`src/rtl/cpu_seq_pkg.sv`:
```
// Shared state encoding, default addresses and init-address helper for the CPU host sequencer.
package cpu_seq_pkg;

  localparam logic [2:0] S_IDLE     = 3'd0;
  localparam logic [2:0] S_INIT_WR  = 3'd1;
  localparam logic [2:0] S_INIT_GAP = 3'd2;
  localparam logic [2:0] S_RUN      = 3'd3;
  localparam logic [2:0] S_DONE     = 3'd4;

  typedef enum logic [2:0] {
    IDLE     = S_IDLE,
    INIT_WR  = S_INIT_WR,
    INIT_GAP = S_INIT_GAP,
    RUN      = S_RUN,
    DONE     = S_DONE
  } seq_state_t;

  localparam logic [31:0] DEF_BASE_ADDR = 32'h0200_0000;
  localparam logic [31:0] DEF_OUT_ADDR  = 32'h0200_0000;
  localparam logic [31:0] DEF_AUX_ADDR  = 32'h0200_0004;
  localparam logic [31:0] WORD_STRIDE   = 32'd4;

  function automatic logic [31:0] init_word_addr(input logic [31:0] base, input logic [3:0] idx);
    return base + WORD_STRIDE * {28'd0, idx};
  endfunction

endpackage

```
`src/rtl/result_snoop.sv`:
```
// Snoops core data-memory writes to OUT_ADDR and assembles one result bit per matching write.
module result_snoop
  import cpu_seq_pkg::*;
#(
  parameter logic [31:0] OUT_ADDR = DEF_OUT_ADDR,
  parameter int          OUT_BITS = 8
) (
  input  logic                clk,
  input  logic                reset,
  input  logic                clr,
  input  logic                en,
  input  logic                mem_write,
  input  logic [31:0]         data_adr,
  input  logic [31:0]         write_data,
  output logic [OUT_BITS-1:0] result,
  output logic                last_bit
);

  localparam int BIDX_W = (OUT_BITS > 1) ? $clog2(OUT_BITS) : 1;

  logic [BIDX_W-1:0]   bidx_q, bidx_d;
  logic [OUT_BITS-1:0] result_q, result_d;
  logic [OUT_BITS-1:0] bit_sel;
  logic                hit;
  logic                unused_wdata;

  // Only the LSB of each snooped write carries result data.
  assign unused_wdata = ^write_data[31:1];

  assign hit      = en & mem_write & (data_adr == OUT_ADDR);
  assign last_bit = hit & (bidx_q == BIDX_W'(OUT_BITS - 1));

  for (genvar gi = 0; gi < OUT_BITS; gi++) begin : g_sel
    assign bit_sel[gi] = hit & (bidx_q == BIDX_W'(gi));
  end

  always_comb begin
    bidx_d   = bidx_q;
    result_d = result_q;
    if (clr) begin
      bidx_d   = '0;
      result_d = '0;
    end else if (hit) begin
      bidx_d   = bidx_q + 1'b1;
      result_d = (result_q & ~bit_sel) | (bit_sel & {OUT_BITS{write_data[0]}});
    end
  end

  always_ff @(posedge clk) begin
    if (reset) begin
      bidx_q   <= '0;
      result_q <= '0;
    end else begin
      bidx_q   <= bidx_d;
      result_q <= result_d;
    end
  end

  assign result = result_q;

endmodule

```
`src/rtl/cpu_host_sequencer.sv`:
```
// Holds the core in reset, preloads N_INIT words, releases it and snoops its result writes.
// Define CPU_SEQ_TIMEOUT_EN to add the RUN-cycle timeout abort; otherwise RUN waits forever.
module cpu_host_sequencer
  import cpu_seq_pkg::*;
#(
  parameter int          N_INIT      = 2,
  parameter logic [31:0] BASE_ADDR   = DEF_BASE_ADDR,
  parameter logic [31:0] OUT_ADDR    = DEF_OUT_ADDR,
  parameter int          OUT_BITS    = 8,
  parameter int          TIMEOUT_CYC = 1048576
) (
  input  logic                 clk,
  input  logic                 reset,
  input  logic                 cpu_start,
  input  logic [32*N_INIT-1:0] init_data,
  input  logic                 mem_write,
  input  logic [31:0]          data_adr,
  input  logic [31:0]          write_data,
  output logic                 cpu_reset,
  output logic                 ext_mem_write,
  output logic [31:0]          ext_write_data,
  output logic [31:0]          ext_data_adr,
  output logic [OUT_BITS-1:0]  final_output,
  output logic                 busy,
  output logic                 done,
  output logic                 timeout
);

  localparam int IDX_W = 4;

  seq_state_t       state_q, state_d;
  logic [IDX_W-1:0] idx_q, idx_d;
  logic             start_q, start_d;
  logic             cpu_reset_q, cpu_reset_d;
  logic             ext_mem_write_q, ext_mem_write_d;
  logic [31:0]      ext_write_data_q, ext_write_data_d;
  logic [31:0]      ext_data_adr_q, ext_data_adr_d;
  logic             done_q, done_d;
  logic [31:0]      sel_word;
  logic             rise, start_run, snoop_en, last_bit, tmo_hit, abort;

  assign rise = cpu_start & ~start_q;

  always_comb begin
    sel_word = '0;
    for (int i = 0; i < N_INIT; i++) begin
      if (idx_q == IDX_W'(i)) sel_word = init_data[32*i +: 32];
    end
  end

  always_comb begin
    state_d          = state_q;
    idx_d            = idx_q;
    start_d          = cpu_start;
    cpu_reset_d      = cpu_reset_q;
    done_d           = done_q;
    ext_mem_write_d  = 1'b0;
    ext_write_data_d = '0;
    ext_data_adr_d   = '0;
    start_run        = 1'b0;
    snoop_en         = 1'b0;
    abort            = 1'b0;
    unique case (state_q)
      // DONE restarts straight into INIT_WR so a re-run costs no idle cycle.
      IDLE, DONE: begin
        cpu_reset_d = 1'b1;
        if (rise) begin
          start_run = 1'b1;
          done_d    = 1'b0;
          idx_d     = '0;
          state_d   = INIT_WR;
        end
      end
      INIT_WR: begin
        cpu_reset_d      = 1'b1;
        ext_mem_write_d  = 1'b1;
        ext_data_adr_d   = init_word_addr(BASE_ADDR, idx_q);
        ext_write_data_d = sel_word;
        state_d          = INIT_GAP;
      end
      INIT_GAP: begin
        if (idx_q == IDX_W'(N_INIT - 1)) begin
          cpu_reset_d = 1'b0;
          state_d     = RUN;
        end else begin
          idx_d   = idx_q + 1'b1;
          state_d = INIT_WR;
        end
      end
      RUN: begin
        snoop_en = 1'b1;
        // Final capture takes priority over a coincident timeout.
        if (last_bit) begin
          done_d      = 1'b1;
          cpu_reset_d = 1'b1;
          state_d     = DONE;
        end else if (tmo_hit) begin
          abort       = 1'b1;
          done_d      = 1'b1;
          cpu_reset_d = 1'b1;
          state_d     = DONE;
        end
      end
      default: state_d = IDLE;
    endcase
  end

  always_ff @(posedge clk) begin
    if (reset) begin
      state_q          <= IDLE;
      idx_q            <= '0;
      start_q          <= 1'b0;
      cpu_reset_q      <= 1'b1;
      ext_mem_write_q  <= 1'b0;
      ext_write_data_q <= '0;
      ext_data_adr_q   <= '0;
      done_q           <= 1'b0;
    end else begin
      state_q          <= state_d;
      idx_q            <= idx_d;
      start_q          <= start_d;
      cpu_reset_q      <= cpu_reset_d;
      ext_mem_write_q  <= ext_mem_write_d;
      ext_write_data_q <= ext_write_data_d;
      ext_data_adr_q   <= ext_data_adr_d;
      done_q           <= done_d;
    end
  end

  result_snoop #(
    .OUT_ADDR (OUT_ADDR),
    .OUT_BITS (OUT_BITS)
  ) u_snoop (
    .clk        (clk),
    .reset      (reset),
    .clr        (start_run),
    .en         (snoop_en),
    .mem_write  (mem_write),
    .data_adr   (data_adr),
    .write_data (write_data),
    .result     (final_output),
    .last_bit   (last_bit)
  );

`ifdef CPU_SEQ_TIMEOUT_EN
  localparam int TCNT_W = (TIMEOUT_CYC > 2) ? $clog2(TIMEOUT_CYC) : 1;

  logic [TCNT_W-1:0] tcnt_q, tcnt_d;
  logic              timeout_q, timeout_d;

  assign tmo_hit = (tcnt_q == TCNT_W'(TIMEOUT_CYC - 1));

  always_comb begin
    tcnt_d    = tcnt_q;
    timeout_d = timeout_q;
    if (start_run) begin
      tcnt_d    = '0;
      timeout_d = 1'b0;
    end else begin
      if (state_q == RUN) tcnt_d = tcnt_q + 1'b1;
      if (abort) timeout_d = 1'b1;
    end
  end

  always_ff @(posedge clk) begin
    if (reset) begin
      tcnt_q    <= '0;
      timeout_q <= 1'b0;
    end else begin
      tcnt_q    <= tcnt_d;
      timeout_q <= timeout_d;
    end
  end

  assign timeout = timeout_q;
`else
  logic unused_timeout_cfg;
  assign unused_timeout_cfg = (TIMEOUT_CYC == 0) | abort;
  assign tmo_hit = 1'b0;
  assign timeout = 1'b0;
`endif

  assign cpu_reset      = cpu_reset_q;
  assign ext_mem_write  = ext_mem_write_q;
  assign ext_write_data = ext_write_data_q;
  assign ext_data_adr   = ext_data_adr_q;
  assign done           = done_q;
  assign busy           = (state_q == INIT_WR) || (state_q == INIT_GAP) || (state_q == RUN);

endmodule

```
`config.mk`:
```
export PLATFORM = sky130hd
export DESIGN_NAME = cpu_host_sequencer
export DESIGN_NICKNAME = d
export VERILOG_FILES = /design/src/rtl/cpu_seq_pkg.sv /design/src/rtl/result_snoop.sv /design/src/rtl/cpu_host_sequencer.sv
export SDC_FILE = /design/constraint.sdc
export NUM_CORES = 1
export LEC_CHECK = 0
export ABC_AREA = 1
export BUFFER_PORTS_ARGS = -buffer_cell sky130_fd_sc_hd__buf_2
export CORE_MARGIN = 3
export CORE_UTILIZATION = 45
export CTS_CLUSTER_DIAMETER = 30
export DETAILED_ROUTE_END_ITERATION = 7
export MAX_ROUTING_LAYER = met4
export PLACE_DENSITY = 0.87
export REMOVE_ABC_BUFFERS = 1
export SYNTH_ARGS = -nofsm -noshare
export SYNTH_HDL_FRONTEND = slang
export SYNTH_SLANG_ARGS = --single-unit
```
`constraint.sdc`:
```
create_clock -name clk -period 3.62 [get_ports clk]
set_clock_uncertainty 0.1 [all_clocks]
set_input_delay 0.362 -clock clk [delete_from_list [all_inputs] [get_ports clk]]
set_output_delay 0.362 -clock clk [all_outputs]
set_load 0.02 [all_outputs]
```
Word-level counts from Yosys, hierarchy flattened

Cells that the tools add are included.

Add/subtract/negate cells: 3
Equality and inequality tests: 17
Multiplexer cells: 18
Bitwise logic cells: 17
Reductions and logical operators: 16

Operators by type and width:

| cell                                                  | number |
|---|---|
| two-way mux 32 bit                                    | 2 |
| equality test 32 x 26 -> 1 bit, second input constant | 1 |
| adder 26 x 6 -> 27 bit, first input constant          | 1 |
| bitwise AND 8 bit                                     | 2 |
| equality test 3 bit, second input constant            | 5 |
| equality test 3 x 2 -> 1 bit, second input constant   | 4 |
| one-hot mux 3 bit (4 select lines)                    | 1 |
| bitwise AND 1 bit                                     | 11 |
| AND reduction 3 bit                                   | 3 |
| two-way mux 4 bit                                     | 2 |
| inequality test 2 bit, second input constant          | 4 |
| inverter 8 bit                                        | 1 |
| OR 8 bit                                              | 1 |
| one-hot mux 4 bit (2 select lines)                    | 1 |
| two-way mux 1 bit                                     | 7 |
| equality test 3 x 1 -> 1 bit, second input constant   | 2 |
| logical NOT 3 bit                                     | 2 |
| two-way mux 3 bit                                     | 2 |
| OR reduction 2 bit                                    | 3 |
| adder 4 x 1 -> 4 bit, second input constant           | 1 |
| equality test 4 x 1 -> 1 bit, second input constant   | 1 |
| logical NOT 4 bit                                     | 1 |
| nonzero test 2 bit                                    | 2 |
| adder 3 x 1 -> 3 bit, second input constant           | 1 |
| 8 further kinds                                       | 10 |

Register bits after elaboration: 86
Input bits: 132
Output and inout port bits: 77
Word-level logic and storage cells: 81

Depth between registers and ports, before layout

Gate-level depths: netlist of the first run.

Depth in word-level cells: 8
Depth in mapped cells: 10
Mapped depth without buffers: 10

Modules after synthesis

A second synthesis of the first run with hierarchy kept.

Cells, all modules: 403
Area, all modules: 2972.9 µm²

Modules (own cells, without submodules):

| module             | instances | cells each | area each (µm²) | seq. area each (µm²) |
|---|---|---|---|---|
| cpu_host_sequencer | 1         | 265        | 2138.3          | 960.9 |
| result_snoop       | 1         | 138        | 834.6           | 220.2 |

Worst setup path before layout of the first run

OpenSTA, ideal clock, no wires.

Kind: register to register
From: reg idx_q[1]
To: reg idx_q[2]
Data arrival time: 1.324 ns
Required time: 3.450 ns
Slack: 2.127 ns
Cell stages (with the launch flop): 11
Path buffers: 0
Period minus slack after synthesis: 1.493 ns
Cells stage by stage: dfxtp_1 inv_1 ha_1 inv_1 nor3_2 nand2_1 nand3_2 inv_1 nand2_1 o21ai_0 a21oi_1

Longest elaborated chain between the ends: 3
Elaborated cells between the ends (all ways): 6
Classes of those cells: add/sub (1); eq/ne (2); mux (2); reduce/logical (1)

RTL lines:

| item                                                                      | RTL line                                           | source |
|---|---|---|
| start, declared                                                           | cpu_host_sequencer.sv:32                           | `logic [IDX_W-1:0] idx_q, idx_d;` |
| start signal, assigned                                                    | cpu_host_sequencer.sv:120                          | `idx_q <= idx_d;` |
| adder 4 x 1 -> 4 bit or equality test 4 x 1 -> 1 bit (tied branches)      | cpu_host_sequencer.sv:86, cpu_host_sequencer.sv:82 |  |
| two-way mux 4 bit or inequality test 2 bit (tied branches)                | n/a                                                |  |
| one-hot mux 4 bit (2 select lines) or AND reduction 3 bit (tied branches) | n/a                                                |  |

Several ways; a longest one is shown, not always the timed one. The select of a mux whose other input is x is not followed.
A chain may end at the register's enable or synchronous reset.

Final worst setup path of the first run

From: reg idx_q[1]
To: reg ext_write_data_q[18] (netlist: ext_write_data[18])

Longest elaborated chain between the ends: 3
Elaborated cells between the ends (all ways): 4
Classes of those cells: eq/ne (1); mux (2); reduce/logical (1)

RTL lines:

| item                   | RTL line                  | source |
|---|---|---|
| logical NOT 4 bit      | cpu_host_sequencer.sv:47  | `if (idx_q == IDX_W'(i)) sel_word = init_data[32*i +: 32];` |
| two-way mux 32 bit     | cpu_host_sequencer.sv:47  |  |
| two-way mux 32 bit (*) | cpu_host_sequencer.sv:47  |  |
| end signal, assigned   | cpu_host_sequencer.sv:124 | `ext_write_data_q <= ext_write_data_d;` |
| end, declared          | cpu_host_sequencer.sv:36  | `logic [31:0] ext_write_data_q, ext_write_data_d;` |

Mark *: on every way between the ends. The rest lies on a longest branch, timed or not.

==> run_results.csv, run 1 <==
group,metric,value,unit
min_path,hold_path_depth,3,
critical_path,critPathRequiredTime,3770,ps
timing,timing.final.hold_violations,0,
synthesis,synth_fa_ha_area_share,3.79,%
global_routing,grt_pass1_wl,11.8,mm
clock_tree,ctsLongestPathBuffers,2,
synthesis,syn_area,2970,um2
pwr,vdd_drop_max,0.000311,V
critical_path,cp.arrival,2440,ps
timing,worst_slew_pin_slew,965,ps
placed_design,gp_congestion,0.819,
critical_path,start_kind,"register",
synthesis,ys_seq_elements,59,
finish,fill_cells,562,
timing,post-route-min-period,2290,ps
critical_path,reg2reg_from,"idx_q[1]$_SDFFE_PP0P_",
critical_path,cp_slowest_cell,"nand4_1",
synthesis,yosys.area_share.simple,31.2,%
finish,nets,705,
clock_tree,insertion_delay,330,ps
timing,max_freq,437,MHz
timing,min_period_over_period,63.2,%
pwr,powerDensity,457,nW/um2
timing,grt_setup_unrepaired,"no",
synthesis,synth_compound_area_share,9.64,%
min_path,hold_path_class,"input port to register",
synthesis,syn_inst,415,
critical_path,worstRegToRegCells,6,
die,io_pins,209,
synthesis,synth_common_cells,"nand2_1, dfxtp_1, inv_1",
synthesis,syn_avg_cell_area,7.16,um2
finish,syn2layout_area_growth,30.8,%
finish,drive_above_1_share,30.2,%
finish,design_area,3890,um2
routing,vias,3043,
clock_tree,ctsHoldBuffers,0,
die,die_x,87.3,um
placed_design,dpl_cell_area,3660,um2
synthesis,synth.top_cell.area_share,39.7,%
routing,wl_per_cell,12.0,um
status,status,"finished clean",
synthesis,async_flop_share,0,%
routing,drtPass1Iterations,4,
critical_path,crit_chain,"inv_1 -> ha_1 -> inv_1 -> nand4_1 -> nand2b_1 -> a21oi_1",
clock_tree,cts_root_buffer,"clkbuf_8",
die,fp-row-count,28,
critical_path,cp_num_buf_inv,2,
critical_path,r2r-end,"ext_write_data[18]$_SDFF_PP0_",
critical_path,cp_slowest_stage_delay,770,ps
synthesis,synth_flop_cell,"dfxtp_1",
synthesis,ys_top_cells_by_area,"dfxtp_1, nand2_1, a21oi_1",
die,core-area,6170,um2
clock_tree,cts_setup_buffers,0,
placed_design,dpl.hpwl,6.13,mm
clock_tree,cts_buffers,9,
global_routing,grt_antenna_before_repair,0,
critical_path,critical-path-top-delay-family,"simple AND/OR/NAND/NOR gates",
routing,avgViaCountPerCell,4.72,
pwr,power_leakage,0.00203,uW
global_routing,grt_pass1_vias,2885,
critical_path,cp-end-kind,"register",
critical_path,crit_path_max_fanout,32,
finish,regArea,1180,um2
clock_tree,htree_levels,3,
synthesis,synth_enable_flop_cells,0,
global_routing,grt_max_degree,37,
min_path,hp-start,"init_data[36]",
critical_path,timing.reg2reg.setup_slack,1330,ps
synthesis,ys_types,22,
placed_design,port_buffers,149,
clock_tree,ctsResizeCount,0,
clock_tree,tritoncts,"done",
global_routing,grt_usage,20.2,%
global_routing,grt_remaining_overflow,0,
min_path,min_to,"ext_write_data[4]$_SDFF_PP0_",
critical_path,crit_type,"register to register",
synthesis,synthMuxAreaShare,0,%
synthesis,yosys_warnings,0,
finish,post-route-util,63.0,%
finish,multiInputGateArea,1440,um2
routing,drt_first_iter_violations,95,
clock_tree,clk_pin_slew,70,ps
synthesis,synth_top_family_by_area,"simple AND/OR/NAND/NOR gates",
timing,slew_violations,0,
critical_path,cp_common_cell,"inv_1",
synthesis,yosys.cell_count.top_type,"nand2_1",
timing,finalSetupViolCount,0,
die,die_h,87.3,um
die,start_util,48.2,%
routing,drc,0,
clock_tree,cts.sinks,59,
synthesis,synthXorXnorAreaFrac,0,%
routing,totalWireLength,7.77,mm
timing,setup_tns,0,ps
die,die-area,7610,um2
timing,relSlewSlack,35.5,%
synthesis,synth_seq_area_share,39.7,%
routing,ant_nets,0,
synthesis,yosys.area.top_type,"dfxtp_1",
job,maxCapViolations,0,
==> cell type report <==
class / count / area share (%)
diodes: 1 / 0.0644
clock buffers: 12 / 3.73
clock inverters: 4 / 1.90
inverters: 53 / 5.12
multi-input cells: 291 / 37.0
flip-flops and latches: 59 / 30.4
well taps: 75 / 2.41
repair buffers: 150 / 19.4
==> metrics by stage <==
step           hold slack [ps]  total power, uW  setup WS, ps  instances
2_1_floorplan              331              980          1300        403
3_3_place_gp               343             1110          1370        628
3_5_place_dp               347             1130          1300        628
4_1_cts                    164             1790          1260        644
5_1_grt                    164             1870          1020        644
6_report                   176             1780          1330        645
==> where the power goes <==
group,internal (uW),switching (uW)
Sequential,688,16.7
Combinational,158,248
Clock,407,258
==> layout by cell type, fill, tap and decap left out, drive strengths merged <==
cell	count
inv	53
ha	9
nand2b	32
clkinv	2
nor3	3
o21ai	5
buf	150
a21oi	48
bufinv	2
conb	28
nand3b	1
dfxtp	59
nand2	71
a211oi	2
nor2	52
diode	1
nand3	21
a31oi	1
nand4	18
clkbuf	12
==> kinds of logic after synthesis <==
group,count (synthesis)
AOI/OAI and AO/OA,56
adders and majority gates,9
buffers and inverters,92
DFF,59
other,1
and+or+nand+nor,198
==> worst max-delay path by stage <==
stage | slack (ps) | from | depth (start not counted) | end
6_report | 1330 | idx_q[1]$_SDFFE_PP0P_ | 6 | ext_write_data[18]$_SDFF_PP0_
2_1_floorplan | 1300 | idx_q[1]$_SDFFE_PP0P_ | 10 | idx_q[2]$_SDFFE_PP0P_
5_1_grt | 1020 | idx_q[1]$_SDFFE_PP0P_ | 6 | ext_write_data[1]$_SDFF_PP0_
4_1_cts | 1260 | idx_q[1]$_SDFFE_PP0P_ | 6 | ext_write_data[18]$_SDFF_PP0_
3_5_place_dp | 1300 | idx_q[1]$_SDFFE_PP0P_ | 6 | ext_write_data[18]$_SDFF_PP0_
3_3_place_gp | 1370 | idx_q[1]$_SDFFE_PP0P_ | 6 | ext_write_data[12]$_SDFF_PP0_
==> worst reg2reg max path: cells and delay by family (launching register included) <==
| family | cells | cell delay [ps] |
|---|---|---|
| fa+ha+maj | 1 | 180 |
| buf+inv | 2 | 200 |
| compound gates | 1 | 160 |
| simple gates | 2 | 1220 |
| flops | 1 | 350 |
==> routing by layer <==
metal  GRT usage, %  share of wire (%)  wire length [um]  vias up
li1               -                  -                 -     1557
met1           20.0                 38              2950     1348
met2           36.0                 51              3970      129
met3           7.10                9.8               759        9
met4           7.53                1.2                94        0
met5              -                  0                 0        -
No activity file was read; power rests on OpenSTA's default activity.
==> run 2: changes to the inputs <==
--- a/config.mk
+++ b/config.mk
@@ -8,11 +8,11 @@
 export ABC_AREA = 1
 export BUFFER_PORTS_ARGS = -buffer_cell sky130_fd_sc_hd__buf_2
 export CORE_MARGIN = 3
-export CORE_UTILIZATION = 45
+export CORE_UTILIZATION = 41
 export CTS_CLUSTER_DIAMETER = 30
 export DETAILED_ROUTE_END_ITERATION = 7
 export MAX_ROUTING_LAYER = met4
-export PLACE_DENSITY = 0.87
+export PLACE_DENSITY = 0.8
 export REMOVE_ABC_BUFFERS = 1
 export SYNTH_ARGS = -nofsm -noshare
 export SYNTH_HDL_FRONTEND = slang
==> constraint.sdc (replaced) <==
create_clock -name clk -period 2.26 [get_ports clk]
set_clock_uncertainty 0.1 [all_clocks]
set_input_delay 0.226 -clock clk [delete_from_list [all_inputs] [get_ports clk]]
set_output_delay 0.226 -clock clk [all_outputs]
set_load 0.02 [all_outputs]
==> run 2 against run 1 <==
Register-to-register slack got worse by 720 ps. Critical path depth unchanged. Global-route usage is 1.2 points lower. Worst setup slack lost 720 ps. Die area up 9.1%. Sequential power up 61%. Routed wire length fell by 1.5%. Highest routed layer unchanged.
==> run_results.csv, run 2 (synthesis results as in run 1) <==
group,metric,value,unit
status,status,"finished clean",
pwr,vdd_drop_max,0.000494,V
finish,layout_common_cells,"buf_2, nand2_1, dfxtp_1, inv_1, nor2_1",
clock_tree,ctsResizeCount,0,
finish,nets,706,
routing,wl_per_cell,11.5,um
pwr,power_leakage,0.00203,uW
timing,max_freq,607,MHz
timing,worst_slew_pin_slew,654,ps
critical_path,crit_chain,"inv_1 -> nand3_2 -> nor2_1 -> nand3_1 -> nand2_1 -> a21oi_1",
pwr,powerDensity,707,nW/um2
timing,relSlewSlack,56.3,%
routing,vias,3024,
clock_tree,insertion_delay,320,ps
routing,ant_nets,0,
clock_tree,htree_levels,3,
finish,diodes,0,
routing,drtPass1Iterations,4,
global_routing,grt_max_degree,37,
finish,final_common_cell,"buf_2",
routing,drc,0,
finish,drive_above_1_share,30.6,%
critical_path,cp_slowest_stage_delay,530,ps
critical_path,cp.arrival,1750,ps
critical_path,timing.reg2reg.setup_slack,610,ps
die,die_h,91.1,um
clock_tree,tritoncts,"done",
job,maxCapViolations,0,
global_routing,grt_remaining_overflow,0,
global_routing,grt_usage,18.9,%
min_path,hp-start,"cpu_start",
placed_design,port_buffers,149,
clock_tree,cts.sinks,59,
routing,totalWireLength,7.65,mm
global_routing,grt_pass1_vias,2870,
timing,min_period_over_period,72.8,%
die,die_x,91.1,um
routing,drt_first_iter_violations,100,
clock_tree,cts_setup_buffers,0,
critical_path,cp-end-kind,"register",
timing,post-route-min-period,1650,ps
critical_path,worstRegToRegCells,6,
placed_design,dpl.hpwl,6.03,mm
routing,avgViaCountPerCell,4.55,
die,fp-row-count,30,
critical_path,critPathRequiredTime,2360,ps
critical_path,cp_slowest_cell,"nor2_1",
finish,syn2layout_area_growth,31.2,%
critical_path,crit_path_max_fanout,12,
timing,finalSetupViolCount,0,
timing,grt_setup_unrepaired,"no",
finish,post-route-util,56.5,%
clock_tree,cts_root_buffer,"clkbuf_8",
clock_tree,clk_pin_slew,70,ps
critical_path,crit_type,"register to register",
pwr,p_total,2760,uW
die,io_pins,209,
clock_tree,ctsHoldBuffers,0,
clock_tree,ctsLongestPathBuffers,2,
timing,timing.final.hold_violations,0,
finish,fill_cells,683,
timing,slew_violations,0,
clock_tree,cts_buffers,9,
min_path,hold_path_depth,3,
critical_path,start_kind,"register",
global_routing,grt_pass1_wl,12.5,mm
critical_path,reg2reg_from,"state_q[2]$_SDFFE_PP0P_",
die,core-area,6910,um2
min_path,hold_path_class,"input port to register",
placed_design,gp_congestion,0.789,
die,start_util,43.0,%
global_routing,grt_antenna_before_repair,0,
die,die-area,8310,um2
min_path,min_to,"start_q$_SDFF_PP0_",
run 2: changes by cell type in the layout (fill, tap and decap cells not counted), sizes merged:
cell / previous run / this run
clkbuf: 12 / 11
diode: 1 / 0
clkinvlp: 0 / 2
bufinv: 2 / 1
clkinv: 2 / 1
buf: 150 / 151
run 2: worst max-delay path by stage:
stage	from	end	slack, ps	depth (start not counted)
after floorplan	idx_q[1]$_SDFFE_PP0P_	idx_q[2]$_SDFFE_PP0P_	-60	10
after global placement	data_adr[31]	register	680	9
after detailed placement	cpu_start	idx_q[2]$_SDFFE_PP0P_	630	8
after CTS	state_q[2]$_SDFFE_PP0P_	register	630	6
after global routing	idx_q[1]$_SDFFE_PP0P_	ext_write_data[9]$_SDFF_PP0_	440	7
final	state_q[2]$_SDFFE_PP0P_	register	610	6
run 2: area by class of cell:
cell class | count | area (um2) | area share, %
repair buffers | 151 | 761 | 19.5
flip-flops and latches | 59 | 1180 | 30.3
clock inverters | 4 | 50.0 | 1.28
well taps | 96 | 120 | 3.08
clock buffers | 11 | 151 | 3.88
inverters | 53 | 199 | 5.10
multi-input cells | 291 | 1440 | 36.9
run 2: through the flow:
stage / instances / setup TNS (ps) / setup slack [ps] / cell area, um2 / hold slack, ps
finish: 665 / 0 / 614 / 3900 / 26.3
global route: 665 / 0 / 441 / 3900 / 15.8
CTS: 665 / 0 / 630 / 3900 / 0.305
detailed placement: 650 / 0 / 626 / 3700 / 346
global placement: 650 / 0 / 680 / 3700 / 346
floorplan: 403 / -61.4 / -61.4 / 2810 / 195
run 2: per-layer routing:
layer / vias to the layer above / GRT usage (%) / wire length [um]
met3: 8 / 7.04 / 728
met2: 133 / 33.3 / 3850
met1: 1330 / 19.0 / 2980
met5: - / - / 0
met4: 0 / 7.29 / 91
li1: 1553 / - / -
run 2: power by group:
group          switching [uW]  total, uW  internal (uW)
Clock                     408        969            561
Sequential               27.4       1130           1100
Combinational             400        659            258
run 2: critical path: cells and delay by family, from the launching register on:
kind / cells / cell delay [ps]
AND/OR/NAND/NOR: 4 / 900
buffers and inverters: 1 / 110
AO/OA/AOI/OAI: 1 / 50
flip-flops: 1 / 350
==> run 3: changes to the inputs <==
--- a/config.mk
+++ b/config.mk
@@ -5,10 +5,10 @@
 export SDC_FILE = /design/constraint.sdc
 export NUM_CORES = 1
 export LEC_CHECK = 0
-export ABC_AREA = 1
+export ABC_AREA = 0
 export BUFFER_PORTS_ARGS = -buffer_cell sky130_fd_sc_hd__buf_2
 export CORE_MARGIN = 3
-export CORE_UTILIZATION = 41
+export CORE_UTILIZATION = 39
 export CTS_CLUSTER_DIAMETER = 30
 export DETAILED_ROUTE_END_ITERATION = 7
 export MAX_ROUTING_LAYER = met4
==> constraint.sdc (replaced) <==
create_clock -name clk -period 1.6 [get_ports clk]
set_clock_uncertainty 0.1 [all_clocks]
set_input_delay 0.16 -clock clk [delete_from_list [all_inputs] [get_ports clk]]
set_output_delay 0.16 -clock clk [all_outputs]
set_load 0.02 [all_outputs]
==> run 3 against run 2 <==
Critical path depth up 3. Die area fell by 6.1%. Synthesized cell count down 32%. Register-to-register slack lost 670 ps. Final cell count is 11% lower. Count of clock-buffer cells in the layout up 3. Power rose by 25%. Worst setup slack lost 670 ps. Worst hold slack lost 18 ps. Sequential cell count did not move. Largest cell class is now non-clock buffers. Sequential share of layout area shrank 3.6 points. The flow now finishes with violations (negative setup slack).
==> run_results.csv, run 3 <==
group,metric,value,unit
die,start_util,40.9,%
synthesis,yosys.cell_count.top_type,"dfxtp_1",
timing,slew_violations,0,
routing,wl_per_cell,15.4,um
die,io_pins,209,
timing,max_freq,604,MHz
die,die_h,88.3,um
placed_design,gp_congestion,0.860,
status,violations,"negative setup slack",
critical_path,critical-path-top-delay-family,"buffers and inverters",
synthesis,yosys_warnings,0,
clock_tree,cts_buffers,9,
routing,drt_first_iter_violations,82,
die,die-area,7800,um2
job,maxCapViolations,0,
finish,syn2layout_area_growth,69.2,%
critical_path,cp.arrival,1770,ps
die,fp-row-count,29,
routing,totalWireLength,9.15,mm
global_routing,grt_pass1_vias,2953,
critical_path,cp_slowest_stage_delay,340,ps
critical_path,crit_type,"register to register",
clock_tree,htree_levels,3,
synthesis,async_flop_share,0,%
clock_tree,cts_root_buffer,"clkbuf_8",
critical_path,cp_num_buf_inv,5,
synthesis,syn_inst,282,
timing,min_period_over_period,104,%
clock_tree,tritoncts,"done",
routing,avgViaCountPerCell,4.94,
global_routing,grt_remaining_overflow,0,
placed_design,port_buffers,149,
pwr,power_leakage,0.00222,uW
critical_path,cp-end-kind,"register",
finish,multiInputGateArea,1360,um2
clock_tree,ctsLongestPathBuffers,2,
critical_path,start_kind,"register",
finish,drive_above_1_share,44.8,%
timing,grt_setup_unrepaired,"yes",
synthesis,yosys.area.top_type,"dfxtp_1",
timing,post-route-min-period,1660,ps
synthesis,synth_seq_area_share,44.7,%
finish,final_common_cell,"buf_2",
placed_design,dp_cells,513,
pwr,vdd_drop_max,0.000412,V
critical_path,cp_slowest_cell,"dfxtp_2",
clock_tree,insertion_delay,320,ps
min_path,hold_path_class,"input port to register",
synthesis,synth_enable_flop_cells,0,
synthesis,syn_avg_cell_area,9.37,um2
routing,ant_nets,0,
die,die_x,88.3,um
finish,regArea,1190,um2
placed_design,dpl.hpwl,5.35,mm
die,core-area,6460,um2
global_routing,grt_max_degree,30,
placed_design,dpl_cell_area,3490,um2
global_routing,grt_pass1_wl,13.3,mm
pwr,powerDensity,768,nW/um2
finish,fill_cells,478,
status,status,"finished, violations left",
finish,layout_common_cells,"buf_2, dfxtp_1, dlygate4sd3_1, nor2_1, conb_1",
clock_tree,cts.sinks,59,
finish,fin_cells,593,
timing,timing.final.hold_violations,0,
critical_path,crit_path_max_fanout,7,
routing,drc,0,
finish,diodes,0,
synthesis,synth_flop_cell,"dfxtp_1",
global_routing,grt_usage,23.0,%
routing,vias,2930,
finish,design_area,4470,um2
timing,finalSetupViolCount,17,
global_routing,grt_antenna_before_repair,0,
synthesis,ys_types,39,
synthesis,synth.top_cell.area_share,44.7,%
critical_path,critPathRequiredTime,1720,ps
synthesis,ys_top_cells_by_area,"dfxtp_1, a22oi_1, buf_4",
clock_tree,clk_pin_slew,60,ps
finish,nets,652,
routing,drtPass1Iterations,4,
synthesis,syn_area,2640,um2
synthesis,synth_common_cells,"dfxtp_1, nor2_1, a22oi_1",
synthesis,ys_seq_elements,59,
critical_path,crit_chain,"inv_2 -> buf_6 -> ha_4 -> nor4b_4 -> buf_4 -> buf_12 -> buf_16 -> a22oi_1 -> nor2_1",
timing,layout_setup_ws,-56.2,ps
[run 3: routing by layer]
metal | global-route usage, % | part of all wire (%) | wire length, um
met5 | - | 0 | 0
met4 | 13.3 | 3.7 | 337
met3 | 6.42 | 9.7 | 889
met2 | 40.1 | 51 | 4690
met1 | 22.8 | 35 | 3230
[run 3: final cells by class]
class	instances	area share, %
Timing Repair Buffer	235	36.2
Clock inverter	2	0.224
Tap cell	77	2.15
Sequential cell	59	26.6
Multi-Input combinational cell	198	30.5
Clock buffer	14	3.64
Inverter	8	0.672
[run 3: stage by stage]
step                      power, uW  util [%]  hold WS, ps  setup TNS [ps]  worst slack (ps)
after CTS                      3420      68.4      0.00805            -769             -72.5
after floorplan                1810         -          129          -46170             -1770
after detailed placement       2050      54.0          304           -1380              -126
final                          3430      69.2         8.19            -571             -56.2
after global placement         2040      54.0          297           -52.6             -28.5
after global routing           3580      69.2         7.96           -2330              -148
[run 3: final timing paths]
kind,startpoint,end,slack [ps],depth (start not counted)
setup / recovery,idx_q[1]$_SDFFE_PP0P_,ext_write_data[11]$_SDFF_PP0_,-60,9
hold / removal,init_data[31],ext_write_data[31]$_SDFF_PP0_,8,3
setup reg to reg,idx_q[1]$_SDFFE_PP0P_,ext_write_data[11]$_SDFF_PP0_,-60,9
hold reg to reg,done$_SDFFE_PP0P_,done$_SDFFE_PP0P_,360,2
[run 3: report_power, final]
| part | leakage (uW) | total (uW) | switching, uW | internal (uW) |
|---|---|---|---|---|
| Combinational | 0.00165 | 724 | 350 | 374 |
| Sequential | 0.000480 | 1520 | 14.6 | 1500 |
| Clock | 0.0000905 | 1190 | 548 | 644 |
| Total | 0.00222 | 3430 | 913 | 2520 |
[run 3: kinds of logic after synthesis]
group / share of synthesized area [%]
and+or+nand+nor: 20.3
DFF: 44.7
buffers and inverters: 12.5
AOI/OAI and AO/OA: 14.1
muxes: 3.98
adders and majority gates: 4.26
other: 0.142
[run 3: worst reg2reg max path: cells and delay by family (launching register included)]
kind | cells | cell delay [ps]
buffers and inverters | 5 | 580
DFF | 1 | 340
adders and majority gates | 1 | 140
and+or+nand+nor | 2 | 180
AOI/OAI and AO/OA | 1 | 200
[run 3: repair_timing]
| item | CTS | global route |
|---|---|---|
| setup buffers | 6 | 3 |
| hold endpoints to repair | 32 | 0 |
| hold buffers | 54 | 0 |
| setup endpoints to repair | 36 | 47 |
| pin swaps | 6 | 12 |
| cloned | 2 | 0 |
| resized for setup | 25 | 20 |
